===== config.mk =====
export PLATFORM = sky130hd
export DESIGN_NAME = code_lock_fsm
export DESIGN_NICKNAME = d
export VERILOG_FILES = /design/src/rtl/code_lock_fsm.sv
export SDC_FILE = /design/constraint.sdc
export NUM_CORES = 1
export LEC_CHECK = 0
export BUFFER_PORTS_ARGS = -buffer_cell sky130_fd_sc_hd__clkbuf_2
export CAP_MARGIN = 20
export CORE_MARGIN = 5
export CORE_UTILIZATION = 35
export DETAILED_ROUTE_END_ITERATION = 6
export GPL_ROUTABILITY_DRIVEN = 1
export SLEW_MARGIN = 20
export SYNTH_ARGS = -nofsm -noshare
export SYNTH_HDL_FRONTEND = slang
export SYNTH_SLANG_ARGS = --single-unit
export TNS_END_PERCENT = 30

===== constraint.sdc =====
create_clock -name clk -period 3.2 [get_ports clk]
set_input_delay 0.32 -clock clk [delete_from_list [all_inputs] [get_ports clk]]
set_output_delay 0.32 -clock clk [all_outputs]
set_load 0.005 [all_outputs]

===== src/rtl/code_lock_fsm.sv =====
`timescale 1ns / 1ps
`default_nettype none
// ============================================================================
// Module      : code_lock_fsm
// Description : Parametrised digit-code lock. Compares a sequence of entered
//               digits against a fixed code, signals open / fail, counts
//               consecutive failures and locks out entry after MAX_TRIES.
//               All outputs are registered; a 7-segment glyph shows status.
// Revision    : 1.0 - initial release
// ============================================================================
module code_lock_fsm #(
  parameter int                            DIGIT_W     = 4,
  parameter int                            CODE_LEN    = 6,
  parameter logic [CODE_LEN*DIGIT_W-1:0]   CODE        = 24'h590981,
  parameter int                            OPEN_CYCLES = 8,
  parameter int                            FAIL_CYCLES = 4,
  parameter int                            MAX_TRIES   = 3,
  parameter int                            LOCK_CYCLES = 32,
  localparam int                           TRIES_W     = $clog2(MAX_TRIES + 1)
) (
  input  logic               clk,
  input  logic               reset,
  input  logic               insere_i,
  input  logic [DIGIT_W-1:0] numero_i,
  input  logic               cancel_i,
  output logic               led_open_o,
  output logic               fail_o,
  output logic               locked_o,
  output logic [TRIES_W-1:0] tries_o,
  output logic [6:0]         seg_o
);

  // Timer must hold the longest load value (cycles - 1).
  localparam int MAX_CYC_OF = (OPEN_CYCLES > FAIL_CYCLES) ? OPEN_CYCLES : FAIL_CYCLES;
  localparam int MAX_CYC    = (MAX_CYC_OF > LOCK_CYCLES) ? MAX_CYC_OF : LOCK_CYCLES;
  localparam int TIMER_W    = (MAX_CYC > 1) ? $clog2(MAX_CYC) : 1;
  localparam int IDX_W      = 4;

  localparam logic [TIMER_W-1:0] C_OPEN_LOAD = TIMER_W'(OPEN_CYCLES - 1);
  localparam logic [TIMER_W-1:0] C_FAIL_LOAD = TIMER_W'(FAIL_CYCLES - 1);
  localparam logic [TIMER_W-1:0] C_LOCK_LOAD = TIMER_W'(LOCK_CYCLES - 1);
  localparam logic [TRIES_W-1:0] C_MAX_TRIES = TRIES_W'(MAX_TRIES);
  localparam logic [IDX_W-1:0]   C_LAST_IDX  = IDX_W'(CODE_LEN - 1);

  localparam logic [1:0] S_ENTRY = 2'd0;
  localparam logic [1:0] S_OPEN  = 2'd1;
  localparam logic [1:0] S_FAIL  = 2'd2;
  localparam logic [1:0] S_LOCK  = 2'd3;

  localparam logic [6:0] SEG_OPEN = 7'b1110111;  // "A"
  localparam logic [6:0] SEG_FAIL = 7'b1001111;  // "E"
  localparam logic [6:0] SEG_LOCK = 7'b0001110;  // "L"

  logic [1:0]         state_q, state_d;
  logic [IDX_W-1:0]   idx_q, idx_d;
  logic               err_q, err_d;
  logic [TIMER_W-1:0] timer_q, timer_d;
  logic [TRIES_W-1:0] tries_q, tries_d;
  logic               insere_q;
  logic               led_open_q, fail_q, locked_q;
  logic [6:0]         seg_q, seg_d;

  logic               acc;
  logic               mismatch;

  // Expected digit per position, MS digit first; unused slots padded with zero.
  logic [DIGIT_W-1:0] code_digit [16];

  for (genvar gi = 0; gi < 16; gi++) begin : g_code_digit
    if (gi < CODE_LEN) begin : g_used
      assign code_digit[gi] = CODE[(CODE_LEN-1-gi)*DIGIT_W +: DIGIT_W];
    end else begin : g_pad
      assign code_digit[gi] = '0;
    end
  end

  // A digit is accepted only on a fresh insere edge while in ENTRY.
  assign acc      = insere_i & ~insere_q & (state_q == S_ENTRY);
  assign mismatch = (numero_i != code_digit[idx_q]);

  // Hex glyph for the entry progress display.
  function automatic logic [6:0] hex_glyph(input logic [3:0] v);
    case (v)
      4'h0: hex_glyph = 7'b1111110;
      4'h1: hex_glyph = 7'b0110000;
      4'h2: hex_glyph = 7'b1101101;
      4'h3: hex_glyph = 7'b1111001;
      4'h4: hex_glyph = 7'b0110011;
      4'h5: hex_glyph = 7'b1011011;
      4'h6: hex_glyph = 7'b1011111;
      4'h7: hex_glyph = 7'b1110000;
      4'h8: hex_glyph = 7'b1111111;
      4'h9: hex_glyph = 7'b1111011;
      4'hA: hex_glyph = 7'b1110111;
      4'hB: hex_glyph = 7'b0011111;
      4'hC: hex_glyph = 7'b1001110;
      4'hD: hex_glyph = 7'b0111101;
      4'hE: hex_glyph = 7'b1001111;
      default: hex_glyph = 7'b1000111;
    endcase
  endfunction

  // Next-state logic: digit accumulation, timers and try counting.
  always_comb begin
    state_d = state_q;
    idx_d   = idx_q;
    err_d   = err_q;
    timer_d = timer_q;
    tries_d = tries_q;
    case (state_q)
      S_ENTRY: begin
        if (cancel_i) begin
          // Cancel takes priority over a same-cycle digit, which is dropped.
          idx_d = '0;
          err_d = 1'b0;
        end else if (acc) begin
          if (idx_q == C_LAST_IDX) begin
            idx_d = '0;
            err_d = 1'b0;
            if (err_q | mismatch) begin
              state_d = S_FAIL;
              timer_d = C_FAIL_LOAD;
              tries_d = (tries_q == C_MAX_TRIES) ? tries_q : tries_q + TRIES_W'(1);
            end else begin
              state_d = S_OPEN;
              timer_d = C_OPEN_LOAD;
              tries_d = '0;
            end
          end else begin
            idx_d = idx_q + IDX_W'(1);
            err_d = err_q | mismatch;
          end
        end
      end
      S_OPEN: begin
        tries_d = '0;
        if (timer_q == '0) state_d = S_ENTRY;
        else               timer_d = timer_q - TIMER_W'(1);
      end
      S_FAIL: begin
        if (timer_q == '0) begin
          if (tries_q == C_MAX_TRIES) begin
            state_d = S_LOCK;
            timer_d = C_LOCK_LOAD;
          end else begin
            state_d = S_ENTRY;
          end
        end else begin
          timer_d = timer_q - TIMER_W'(1);
        end
      end
      default: begin
        if (timer_q == '0) begin
          tries_d = '0;
          state_d = S_ENTRY;
        end else begin
          timer_d = timer_q - TIMER_W'(1);
        end
      end
    endcase
  end

  // Display glyph follows the next state so it is registered alongside it.
  always_comb begin
    seg_d = hex_glyph(idx_d);
    case (state_d)
      S_OPEN:  seg_d = SEG_OPEN;
      S_FAIL:  seg_d = SEG_FAIL;
      S_LOCK:  seg_d = SEG_LOCK;
      default: seg_d = hex_glyph(idx_d);
    endcase
  end

  // State, counters and registered outputs.
  always_ff @(posedge clk) begin
    if (reset) begin
      state_q    <= S_ENTRY;
      idx_q      <= '0;
      err_q      <= 1'b0;
      timer_q    <= '0;
      tries_q    <= '0;
      insere_q   <= 1'b0;
      led_open_q <= 1'b0;
      fail_q     <= 1'b0;
      locked_q   <= 1'b0;
      seg_q      <= 7'b1111110;
    end else begin
      state_q    <= state_d;
      idx_q      <= idx_d;
      err_q      <= err_d;
      timer_q    <= timer_d;
      tries_q    <= tries_d;
      insere_q   <= insere_i;
      led_open_q <= (state_d == S_OPEN);
      fail_q     <= (state_d == S_FAIL);
      locked_q   <= (state_d == S_LOCK);
      seg_q      <= seg_d;
    end
  end

  assign led_open_o = led_open_q;
  assign fail_o     = fail_q;
  assign locked_o   = locked_q;
  assign tries_o    = tries_q;
  assign seg_o      = seg_q;

endmodule
`default_nettype wire


# Yosys cells after proc, flatten, opt, wreduce, memory -nomap -nowiden
# Memories as Yosys holds them, arrays and structs flattened.
# Cells that the tools add are included.
[totals]
register_bits = 25
latch_bits = 0
mem_bits_rw = 0
rom_bits = 176
inputBits = 8
output_inout_bits = 12
word_cells = 76
mem_count = 2
[op_classes]
add_sub_neg = 3
mul = 0
n_div = 0
magnitude_cmp = 1
n_eq_ne = 14
shifts = 0
n_mux = 33
bitwise_logic = 6
reduce_logical = 7
[mem_list]
columns = ["memory", "depth", "word_bits", "read_ports", "rd_ports_with_merged_regs", "write_ports", "line", "rtl"]
rows = [
  ["(name not given)", 16, 7, 1, 0, 0, "83", "case (v)"],
  ["(name not given)", 16, 4, 1, 0, 0, "79", "assign mismatch = (numero_i != code_digit[idx_q]);"],
]
[ops]
columns = ["operator", "n"]
rows = [
  ["$mux 5", 6],
  ["$mux 2", 13],
  ["$mux 4", 6],
  ["$pmux 7 s3", 1],
  ["$pmux 5 s2", 1],
  ["$eq 2x2->1 const B", 4],
  ["$ne 3x3->1 const B", 2],
  ["$pmux 2 s3", 1],
  ["$reduce_and 6->1", 1],
  ["$ge 5x5->1 const B", 1],
  ["$logic_not 5->1", 1],
  ["$not 4->5", 1],
  ["$reduce_and 5->1", 1],
  ["$sub 5x1->5 const B", 1],
  ["$add 4x1->4 const B", 1],
  ["$eq 2x1->1 const B", 2],
  ["$eq 4x3->1 const B", 1],
  ["$ne 2x2->1 const B", 2],
  ["$ne 4x4->1", 1],
  ["$pmux 2 s2", 1],
  ["$mux 1", 3],
  ["$mux 3", 1],
  ["$ne 3x2->1 const B", 1],
  ["$reduce_bool 3->1", 1],
  ["other kinds (8)", 10],
]

# Logic depth before layout (Yosys ltp)
[logic_depth]
depth_word = 13
ltp_mapped = 13
mapped_depth_nobuf = 13

# Worst setup path before layout
# OpenSTA, ideal clock, no wires.
[synth_path]
path_kind = "register to register"
start = "register idx_q[0]"
end = "register seg_q[3], in the netlist seg_o[3]"
setup_time_ps = 86
arrival_ps = 2798
required_time_ps = 3114
path_slack_ps = 316
stages_incl_launch_ff = 14
path_buffers = 0
period_less_slack_ps = 2884
path_cell_list = "dfxtp_1 -> inv_1 -> ha_1 -> mux2i_1 -> a31oi_1 -> or3_1 -> a21oi_1 -> a311oi_1 -> or2_1 -> ha_1 -> inv_1 -> nor2_1 -> and3_1 -> a211oi_1"
[synth_between]
elab_chain_len = 13
elab_cells_between_ends = 22
classes_between = "add/sub: 1; eq/ne: 5; mux: 12; bitwise: 2; memory: 2"
[synth_lines]
columns = ["item", "line", "rtl"]
rows = [
  ["start: declaration", "55", "logic [IDX_W-1:0] idx_q, idx_d;"],
  ["start signal: assignment", "189", "idx_q <= idx_d;"],
  ["$not 4->5 (not written as such)", "79", ""],
  ["$mem_v2 16x4", "--", ""],
  ["$mux 4 (not written as such) (2 in a row)", "79", ""],
  ["$ne 4x4->1", "79", ""],
  ["$or 1x1->1", "120", "if (err_q | mismatch) begin"],
  ["$mux 2", "120", ""],
  ["$mux 2", "117", "if (idx_q == C_LAST_IDX) begin"],
  ["$mux 2", "116", "end else if (acc) begin"],
  ["$mux 2", "112", "if (cancel_i) begin"],
  ["$pmux 2 s2", "110", "case (state_q)"],
  ["$eq 2x2->1 / $eq 2x1->1 (equally long branches)", "--", ""],
  ["$pmux 7 s3 (*)", "166", "case (state_d)"],
  ["end signal: assignment", "197", "seg_q <= seg_d;"],
  ["end: declaration", "61", "logic [6:0] seg_q, seg_d;"],
]
# Every way passes the cells marked *; elsewhere a longest branch is shown, timed or not. The select of a mux whose other input is x is not followed.
# A chain may end at the register's enable or synchronous reset.

# Worst setup path in the final report
[layout_path]
start = "register idx_q[0]"
end = "register seg_q[6], in the netlist seg_o[6]"
# Same word-level chain as after synthesis.

==> results.md <==
* Worst Path Arrival at 3.14 ns
* EDFF count, synth at 0
* RSZ-0062 raised after global routing: false
* # hold bufs at CTS at 0
* Clock sink total at 25
* Comb pwr share at 10.3%
* Final TNS setup at 0 ns
* Clock Power Share at 33.8%
* Drt pass-1 iters at 4
* Skew-Pair Late Insertion Delay at 0.27 ns
* Antenna cell count at 0
* Share of layout cells above drive strength 1 at 20.4%
* Die area at 6290 um2
* Post-Synthesis Cells at 203
* Max-capacitance violation count at 0
* RR Startpoint: idx_q[0]
* Top_reg_cell synth: dfxtp_1
* Number of H-tree levels at 1
* Most frequent CP cell: inv_1
* Vias in the first global route at 1,400
* Hold depth at 2
* CP endpoint kind: flip-flop
* Yosys cell types at 50
* Antenna viol nets, final at 0
* Yosys reg bits at 25
* Total track usage at 12.3%
* Fill count at 489
* Die width at 79.3 um
* Critical hold path startpoint: insere_i
* WL met1 at 1780 um
* Setup Crit Path Kind: reg -> reg
* Final hold vios at 0
* Internal cell power at 0.428 mW
* Power per cell area at 296 nW/um2
* Final worst path period need at 2.97 ns
* Sw Pwr at 0.142 mW
* Largest net degree at the start of global routing at 27
* Top cell type by total area after synthesis: dfxtp_1
* Syn avg cell area at 8.29 um2
* Rel. slew slack at 64.0%
* Yosys warns at 0
* Nets@finish at 252
* Reg2Reg Depth at 13
* DP Wirelength at 2870 um
* GRT overflow at 0
* Num ports at 20
* DRT Wirelength at 3690 um
* Worst VDD drop at 0.000141 V
* Reg area at 503 um2
* Period utilization at 92.9%
* Switching share of power at 24.9%
* Final clock skew at 0.00180 ns
* Reg-to-reg endpoint: seg_o[6]
* DRC errors left at 0
* Site row count at 25
* Worst Hold Class: in -> reg
* Pleak at 0.809 nW
* Ys async rst share at 0%
* Worst setup path start: idx_q[0]
* CTS tree: yes
* Crit path required time at 3.37 ns
* Slew at the pin with the worst max-slew slack at 0.538 ns
* Setup bufs post-CTS at 0
* CTS root buf: clkbuf_8
* Met3 wire len at 68 um
* Top cells by area, synth: dfxtp_1 (30%), ha_1 (13%), nor2_1 (5.4%)
* Reg-to-reg setup timing slack at 0.23 ns
* I/O Buffers at 19
* Sequential Power Share at 55.9%
* Tightest hold margin at 0.314 ns
* Num CTS Buffers at 3
* Hold Path End: insere_q
* RePlAce Congestion at 0.858
* Syn Nets at 228
* Slowest stage delay, CP at 0.40 ns
* Area occupied by multi-input gates at 1110 um2
* Post-synthesis sequential area ratio at 29.7%
* Area of the core at 4690 um2
* Vias at 1,445
* Highest clock rate at 0.336 GHz
* Post-CTS resize count at 0
* CP max-delay cell: dfxtp_2
* CP max FO at 7
* Initial core utilization at 35.9%
* Initial antenna violation count at 0
* Setup crit start kind: flip-flop
* Critical Path, Cell by Cell: inv_1, ha_1, mux2i_2, a31oi_1, or3_1, a21oi_2, buf_4, o41a_1, ha_2, inv_1, nor2_1, o211ai_1, o32a_1
* Global-route wire length before repair at 6270 um
* Drt wl/cell at 13.2 um
* Synthesis-to-layout area growth at 14.5%
* Clock tree buffer depth at 2
* Slew Viols, Final at 0
* Iter 0 DRT Violations at 56
* Met2 wire len at 1800 um
* Status: finished clean
* Clk pin slew, worst setup/hold paths at 0.09 ns
* Share of the synthesized area in the top cell type at 29.7%
* Mapped Area at 1680 um2
* Routed vias/inst at 5.16
* Die H at 79.3 um
* Max Used Layer: met4
* Count of final setup violators at 0
==> cell usage after synthesis, drive strengths merged (2+ instances only) <==
library cell   n
buf            4
inv           12
dfxtp         25
a31oi          3
a21oi          8
mux2           2
a2bb2oi        2
nor3b          2
mux2i          3
and3b          2
nor4           3
xor2           3
clkbuf         3
nor2          25
a211oi         6
or2            4
nand2         16
nor2b          6
nor3           6
or3            3
o21ai         16
nand4          3
nand3          4
nand2b         5
and3           4
ha            17
==> per-stage QoR <==
step | instances | power, mW | setup WS [ns] | util (%) | cell area, um2
2_1_floorplan | 203 | 0.362 | 0.316 | - | 1680
3_3_place_gp | 276 | 0.383 | 0.160 | 39.5 | 1850
3_5_place_dp | 276 | 0.383 | 0.0401 | 39.5 | 1850
4_1_cts | 280 | 0.577 | 0.0314 | 40.6 | 1900
5_1_grt | 280 | 0.600 | 0.0470 | 41.1 | 1930
6_report | 280 | 0.571 | 0.228 | 41.1 | 1930
==> sequential cells by signal, summed over array words and instances (netlist names) <==
| signal | flops |
|---|---|
| led_open_o | 1 |
| seg_o | 7 |
| timer_q | 5 |
| insere_q | 1 |
| state_q | 2 |
| fail_o | 1 |
| tries_o | 2 |
| idx_q | 4 |
| locked_o | 1 |
| err_q | 1 |
==> worst max-delay path: cells and delay by family, from the launching register on <==
| family | cells | cell delay [ns] |
|---|---|---|
| compound gates | 5 | 0.82 |
| simple gates | 2 | 0.62 |
| buf+inv | 3 | 0.31 |
| mux | 1 | 0.22 |
| fa+ha+maj | 2 | 0.50 |
| flops | 1 | 0.40 |
==> layout make-up <==
type / instances / area share (%)
multi-input cells: 159 / 57.9
flip-flops and latches: 25 / 26.1
repair buffers: 26 / 7.66
well taps: 54 / 3.51
inverters: 12 / 2.34
clock buffers: 3 / 2.14
clock inverters: 1 / 0.390
==> placed cells by master (no fill, tap or decap), types with 4 or more instances in the layout <==
cell and n:
o21ai_0 10, nand2_1 15, a21oi_1 7, dfxtp_1 23
a211oi_1 6, nor3_1 5, ha_1 16, o21ai_1 6
buf_4 7, nand2b_1 5, inv_1 12, nand3_1 4
and3_1 4, nor2b_1 6, nor2_1 24, clkbuf_2 19
==> cell families (layout without fill, tap and decap cells) <==
| group | after synthesis | count (layout) | share of synthesized area (%) |
|---|---|---|---|
| flops | 25 | 25 | 29.7 |
| xor+xnor | 4 | 4 | 2.08 |
| buf+inv | 19 | 42 | 5.28 |
| compound gates | 47 | 47 | 20.4 |
| simple gates | 86 | 86 | 26.7 |
| fa+ha+maj | 17 | 17 | 12.6 |
| mux | 5 | 5 | 3.12 |
==> worst max-delay path by stage <==
stage,to,cells past startpoint
final,seg_o[6],13
after global routing,seg_o[3],13
after CTS,seg_o[6],13
after detailed placement,seg_o[6],13
after global placement,seg_o[3],13
after floorplan,seg_o[3],13
==> power by group through the flow <==
stage / Sequential (mW) / Combinational [mW] / Clock [mW]
5_1_grt: 0.319 / 0.0668 / 0.214
4_1_cts: 0.319 / 0.0577 / 0.200
3_3_place_gp: 0.326 / 0.0578 / 0
3_5_place_dp: 0.326 / 0.0576 / 0
2_1_floorplan: 0.326 / 0.0366 / 0
6_report: 0.319 / 0.0590 / 0.193
==> routing by layer <==
layer  global-route usage (%)  up-vias
met5                        0        -
met4                     5.15        0
met3                     1.02        4
met2                     21.0       17
met1                     15.8      666
li1                         -      758
Note: power is estimated with default switching activity, not from simulation.
